**src/rtl/spi_flash_responder_pkg.sv**
```systemverilog
// Shared opcodes, FSM states and synchronizer depth
// for the SPI flash responder.
package spi_flash_responder_pkg;

  localparam logic [7:0] CMD_READ = 8'h03;
  localparam logic [7:0] CMD_RDID = 8'h9F;

  localparam int SYNC_STAGES = 2;

  typedef enum logic [2:0] {
    ST_IDLE,
    ST_CMD,
    ST_ADDR,
    ST_DATA,
    ST_ID,
    ST_IGNORE
  } state_e;

endpackage

```
**src/rtl/spi_flash_responder_sync_edge.sv**
```systemverilog
// Two-flop synchronizer with an extra history flop
// for rising/falling edge detection.
module spi_sync_edge
  import spi_flash_responder_pkg::*;
#(
  parameter logic RST_VAL = 1'b0
) (
  input  logic clk_i,
  input  logic rst_i,
  input  logic d_i,
  output logic sync_o,
  output logic rise_o,
  output logic fall_o
);

  logic [SYNC_STAGES-1:0] sync_q;
  logic                   prev_q;

  always_ff @(posedge clk_i) begin
    if (rst_i) begin
      sync_q <= {SYNC_STAGES{RST_VAL}};
      prev_q <= RST_VAL;
    end else begin
      sync_q <= {sync_q[SYNC_STAGES-2:0], d_i};
      prev_q <= sync_q[SYNC_STAGES-1];
    end
  end

  assign sync_o = sync_q[SYNC_STAGES-1];
  assign rise_o = sync_o & ~prev_q;
  assign fall_o = ~sync_o & prev_q;

endmodule

```
**src/rtl/spi_flash_responder.sv**
```systemverilog
// SPI mode-0 flash responder: READ (0x03) and JEDEC-ID (0x9F)
// served from a synchronous byte-wide memory port.
module spi_flash_responder
  import spi_flash_responder_pkg::*;
#(
  parameter int          MEM_ADDR_W = 24,
  parameter logic [23:0] JEDEC_ID   = 24'hEF4018
) (
  input  logic                  pclk,
  input  logic                  preset,
  input  logic                  spi_clk,
  input  logic                  spi_cs,
  input  logic                  spi_mosi,
  output logic                  spi_miso,
  output logic                  mem_req,
  output logic [MEM_ADDR_W-1:0] mem_addr,
  input  logic [7:0]            mem_rdata,
  output logic                  busy
);

  logic sck_s, sck_rise, sck_fall;
  logic cs_s, cs_rise_unused, cs_fall_unused;
  logic [SYNC_STAGES-1:0] mosi_q;
  logic mosi_s;

  spi_sync_edge #(.RST_VAL(1'b0)) u_sck (
    .clk_i  (pclk),
    .rst_i  (preset),
    .d_i    (spi_clk),
    .sync_o (sck_s),
    .rise_o (sck_rise),
    .fall_o (sck_fall)
  );

  // cs resets to the deselected level so reset never looks like a select
  spi_sync_edge #(.RST_VAL(1'b1)) u_cs (
    .clk_i  (pclk),
    .rst_i  (preset),
    .d_i    (spi_cs),
    .sync_o (cs_s),
    .rise_o (cs_rise_unused),
    .fall_o (cs_fall_unused)
  );

  always_ff @(posedge pclk) begin
    if (preset) mosi_q <= '0;
    else        mosi_q <= {mosi_q[SYNC_STAGES-2:0], spi_mosi};
  end
  assign mosi_s = mosi_q[SYNC_STAGES-1];

  state_e                state_q;
  logic [4:0]            bit_q;
  logic [22:0]           rx_q;
  logic [MEM_ADDR_W-1:0] addr_q, maddr_q;
  logic [7:0]            tx_q, hold_q;
  logic [1:0]            idx_q;
  logic                  miso_q, req_q, rvalid_q;

  logic [23:0]           rx_d;
  logic [MEM_ADDR_W-1:0] addr_d;
  logic [7:0]            id_byte_d;

  assign rx_d   = {rx_q, mosi_s};
  assign addr_d = addr_q + MEM_ADDR_W'(1);

  always_comb begin
    id_byte_d = 8'h00;
    unique case (idx_q)
      2'd1:    id_byte_d = JEDEC_ID[15:8];
      2'd2:    id_byte_d = JEDEC_ID[7:0];
      default: id_byte_d = 8'h00;
    endcase
  end

  always_ff @(posedge pclk) begin
    if (preset) begin
      state_q  <= ST_IDLE;
      bit_q    <= '0;
      rx_q     <= '0;
      addr_q   <= '0;
      maddr_q  <= '0;
      tx_q     <= '0;
      hold_q   <= '0;
      idx_q    <= '0;
      miso_q   <= 1'b0;
      req_q    <= 1'b0;
      rvalid_q <= 1'b0;
    end else begin
      req_q    <= 1'b0;
      rvalid_q <= req_q;
      if (cs_s) begin
        // deselect beats any edge seen this cycle
        state_q  <= ST_IDLE;
        bit_q    <= '0;
        rx_q     <= '0;
        idx_q    <= '0;
        miso_q   <= 1'b0;
        rvalid_q <= 1'b0;
      end else begin
        unique case (state_q)
          ST_IDLE: begin
            state_q <= ST_CMD;
            bit_q   <= '0;
          end
          ST_CMD: if (sck_rise) begin
            rx_q  <= rx_d[22:0];
            bit_q <= bit_q + 5'd1;
            if (bit_q == 5'd7) begin
              bit_q <= '0;
              unique case (1'b1)
                (rx_d[7:0] == CMD_READ): state_q <= ST_ADDR;
                (rx_d[7:0] == CMD_RDID): begin
                  state_q <= ST_ID;
                  tx_q    <= JEDEC_ID[23:16];
                  idx_q   <= 2'd1;
                end
                default: state_q <= ST_IGNORE;
              endcase
            end
          end
          ST_ADDR: begin
            if (sck_rise) begin
              rx_q  <= rx_d[22:0];
              bit_q <= bit_q + 5'd1;
              if (bit_q == 5'd23) begin
                bit_q   <= '0;
                addr_q  <= rx_d[MEM_ADDR_W-1:0];
                maddr_q <= rx_d[MEM_ADDR_W-1:0];
                req_q   <= 1'b1;
              end
            end else if (rvalid_q) begin
              tx_q    <= mem_rdata;
              state_q <= ST_DATA;
            end
          end
          ST_DATA, ST_ID: begin
            if (state_q == ST_DATA && rvalid_q) hold_q <= mem_rdata;
            if (sck_fall) begin
              miso_q <= tx_q[7];
              tx_q   <= {tx_q[6:0], 1'b0};
              bit_q  <= bit_q + 5'd1;
              // bit7 just left: fetch the next byte into the holding reg
              if (bit_q == 5'd0 && state_q == ST_DATA) begin
                addr_q  <= addr_d;
                maddr_q <= addr_d;
                req_q   <= 1'b1;
              end
              if (bit_q == 5'd7) begin
                bit_q <= '0;
                if (state_q == ST_DATA) begin
                  tx_q <= hold_q;
                end else begin
                  tx_q <= id_byte_d;
                  if (idx_q != 2'd3) idx_q <= idx_q + 2'd1;
                end
              end
            end
          end
          ST_IGNORE: miso_q <= 1'b0;
          default:   state_q <= ST_IDLE;
        endcase
      end
    end
  end

  assign spi_miso = miso_q;
  assign mem_req  = req_q;
  assign mem_addr = maddr_q;
  assign busy     = (state_q != ST_IDLE);

endmodule

```
**config.mk**
```make
export PLATFORM = sky130hd
export DESIGN_NAME = spi_flash_responder
export DESIGN_NICKNAME = d
export VERILOG_FILES = /design/src/rtl/spi_flash_responder_pkg.sv /design/src/rtl/spi_flash_responder_sync_edge.sv /design/src/rtl/spi_flash_responder.sv
export SDC_FILE = /design/constraint.sdc
export NUM_CORES = 1
export LEC_CHECK = 0
export ABC_AREA = 1
export CAP_MARGIN = 10
export CORE_MARGIN = 8
export CORE_UTILIZATION = 45
export DETAILED_ROUTE_END_ITERATION = 10
export PLACE_DENSITY_LB_ADDON = 0.3
export SYNTH_ARGS = -nofsm -noshare
export SYNTH_HDL_FRONTEND = slang
export SYNTH_SLANG_ARGS = --single-unit
```
**constraint.sdc**
```tcl
create_clock -name pclk -period 3.3 [get_ports pclk]
set_input_delay 0.66 -clock pclk [delete_from_list [all_inputs] [get_ports pclk]]
set_output_delay 0.66 -clock pclk [all_outputs]
set_load 0.02 [all_outputs]
```
==> flow_summary.ini <==
[status]
status = completed

[detailed_routing]
first_iter_violations = 321
drc = 0
wl_per_cell_um = 13.00
drtPass1Iterations = 5
wirelength_mm = 11.24
vias = 4444
ant_nets = 0
viasPerCell = 5.138

[floorplan]
fp.dieW_um = 116.1
ioPinCount = 40
start_util = 0.4615
dieArea_um2 = 13480
num_rows = 36
die_h_um = 116.1
placeableCoreArea_um2 = 9774

[sta]
min_period_ns = 2.393
tightestPinTransition_ns = 0.8375
hold_viol = 0
rsz0062_at_grt = no
slew_headroom = 0.4411
post-route-period-util = 0.7252
fin_skew_ns = 0.01021
slew_viol_final = 0
fin_setup_tns_ns = 0
fmax_mhz = 417.9
setup_viol = 0

[cells_and_area]
syn2layout_area_growth_pct = 15.45
finalNetCount = 746
drive_above_1_share = 0.07104
instances_no_fill = 865
num_antenna_cells = 0

[clocking]
post-cts-setup-buffer-count = 0
clkTransAtPathRegs_ns = 0.08
postCtsHoldBufs = 0
cts_made_buffers = 9
root_buffer = clkbuf_8
cts_tree = yes
cts_resized = 0
insertion_delay_ns = 0.36
clk_path_buf_depth = 2
htree_levels = 3
cts_sinks = 83

[logic_synthesis]
synth-async-reset-ratio = 0
synth_warnings = 0
synth_area_um2 = 4511
synthCells = 696
ys_top_cells_by_count = nand2_1, nor2_1, dfxtp_1
synthTopCellsByArea = dfxtp_1, nand2_1, nor2_1
yosysTopAreaCell = dfxtp_1
ys_ff_latch = 83
syn_avg_cell_area_um2 = 6.481
synth_cell_type_count = 39
synth_top_cell_area_share = 0.3684
seq_area_frac_synth = 0.3684
synthMostInstantiatedCell = nand2_1
syn_nets = 715
synth_edf_count = 0
ys.flop_type = dfxtp_1

[setup_path]
cp.required_ns = 2.64
endpoint_kind = primary output
worst_path_max_delay_cell = clkdlybuf4s50_1
critPathMaxFanout = 8
worstPathBufferInverterCount = 2
crit_chain = inv_1, nand2_1, clkdlybuf4s50_1
critPathLaunchType = flop
max_stage_delay_ns = 0.61
cp_top_family = buffers and inverters
path_class = flop to primary output
worstPathArrival_ns = 1.73

[grt]
grt_pass1_wl_mm = 19.00
antenna_found_initial = 0
grt_pass1_vias = 4170
grtUsageTotal = 0.1723
grt_overflow = 0
grt_start_max_net_pins = 45

[run]
cap_viol_max_count = 0

[power]
leakage_nw = 1.842
vdd_drop_max_mv = 0.1698
powerDensity_nw_per_um2 = 380.7

[worst_hold_path]
hp-class = flop to flop

[placed_design]
portBuffers = 39
gp_congestion = 0.8535
dp_hpwl_mm = 8.012
dp.cells = 849
==> sequential cells by signal, indices dropped and copies added, names as in the netlist <==
name          cells
spi_miso          1
tx_q              8
bit_q             5
mem_addr         24
mem_req           1
u_sck.prev_q      1
hold_q            8
u_cs.sync_q       2
state_q           3
u_sck.sync_q      2
rx_q             23
rvalid_q          1
idx_q             2
mosi_q            2
==> worst paths after layout <==
kind              depth (start not counted)  slack (ns)                          to                       start
setup reg to reg                         10        0.95        rx_q[3]$_SDFFE_PP0P_     state_q[2]$_SDFFE_PP0P_
hold / removal                            2        0.41  u_sck.sync_q[1]$_SDFF_PP0_  u_sck.sync_q[0]$_SDFF_PP0_
hold reg to reg                           2        0.41  u_sck.sync_q[1]$_SDFF_PP0_  u_sck.sync_q[0]$_SDFF_PP0_
setup / recovery                          3        0.91                        busy     state_q[1]$_SDFFE_PP0P_
==> worst min-delay path, cell delays in order, from the launching register on <==
cell and delay (ns):
dfxtp_1 0.30, inv_1 0.04, nor2_1 0.03
==> layout make-up <==
| cell class | count | area (um2) |
|---|---|---|
| Inverter | 78 | 295.3 |
| Clock inverter | 6 | 111.4 |
| Clock buffer | 10 | 137.6 |
| Timing Repair Buffer | 45 | 435.4 |
| Multi-Input combinational cell | 510 | 2400 |
| Tap cell | 133 | 166.4 |
| Fill cell | 954 | 4567 |
| Sequential cell | 83 | 1662 |
==> report_power, final <==
part / total, mW / switching (mW) / internal [mW]
clock network: 0.909 / 0.385 / 0.525
logic: 0.0640 / 0.0382 / 0.0258
registers: 1.01 / 0.00356 / 1.01
total: 1.98 / 0.426 / 1.56
==> per-layer routing <==
layer  GRT usage  share of wire
met1      0.2253           0.48
met2      0.2744           0.46
met3     0.03671          0.052
met4     0.05964          0.013
met5           0              0
==> cells in the final DEF (no fill, tap or decap), types with 4 or more instances in the layout <==
cell / Yosys / routed
nand2_1: 155 / 155
nor2_1: 133 / 133
dfxtp_1: 83 / 83
inv_1: 72 / 72
o21ai_0: 63 / 63
nand3_1: 45 / 45
a21oi_1: 43 / 43
clkdlybuf4s50_1: 0 / 39
nor3_1: 15 / 15
clkbuf_8: 0 / 10
nand4_1: 7 / 7
ha_1: 6 / 6
buf_4: 6 / 6
or2_2: 5 / 5
o21ai_1: 5 / 5
o21ai_2: 4 / 4
==> through the flow <==
stage | util | setup slack [ns] | hold WS (ns) | total power, mW | cell area [um2]
after global placement | 0.5073 | 0.9768 | 0.3918 | 1.095 | 4959
after detailed placement | 0.5073 | 0.9518 | 0.3962 | 1.096 | 4959
after CTS | 0.5328 | 0.9005 | 0.4076 | 1.989 | 5207
after floorplan | - | 1.631 | 0.3883 | 1.070 | 4511
after global routing | 0.5328 | 0.6774 | 0.4164 | 2.053 | 5207
final | 0.5328 | 0.9069 | 0.4068 | 1.983 | 5207
==> cells by family after synthesis <==
group,after synthesis,share of synthesized area
buffers and inverters,103,0.09958
flip-flops,83,0.3684
adder cells (fa/ha/maj),6,0.01664
AO/OA/AOI/OAI,125,0.1487
AND/OR/NAND/NOR,378,0.3648
XOR/XNOR,1,0.001942
Power figures use the tool's default switching activity.
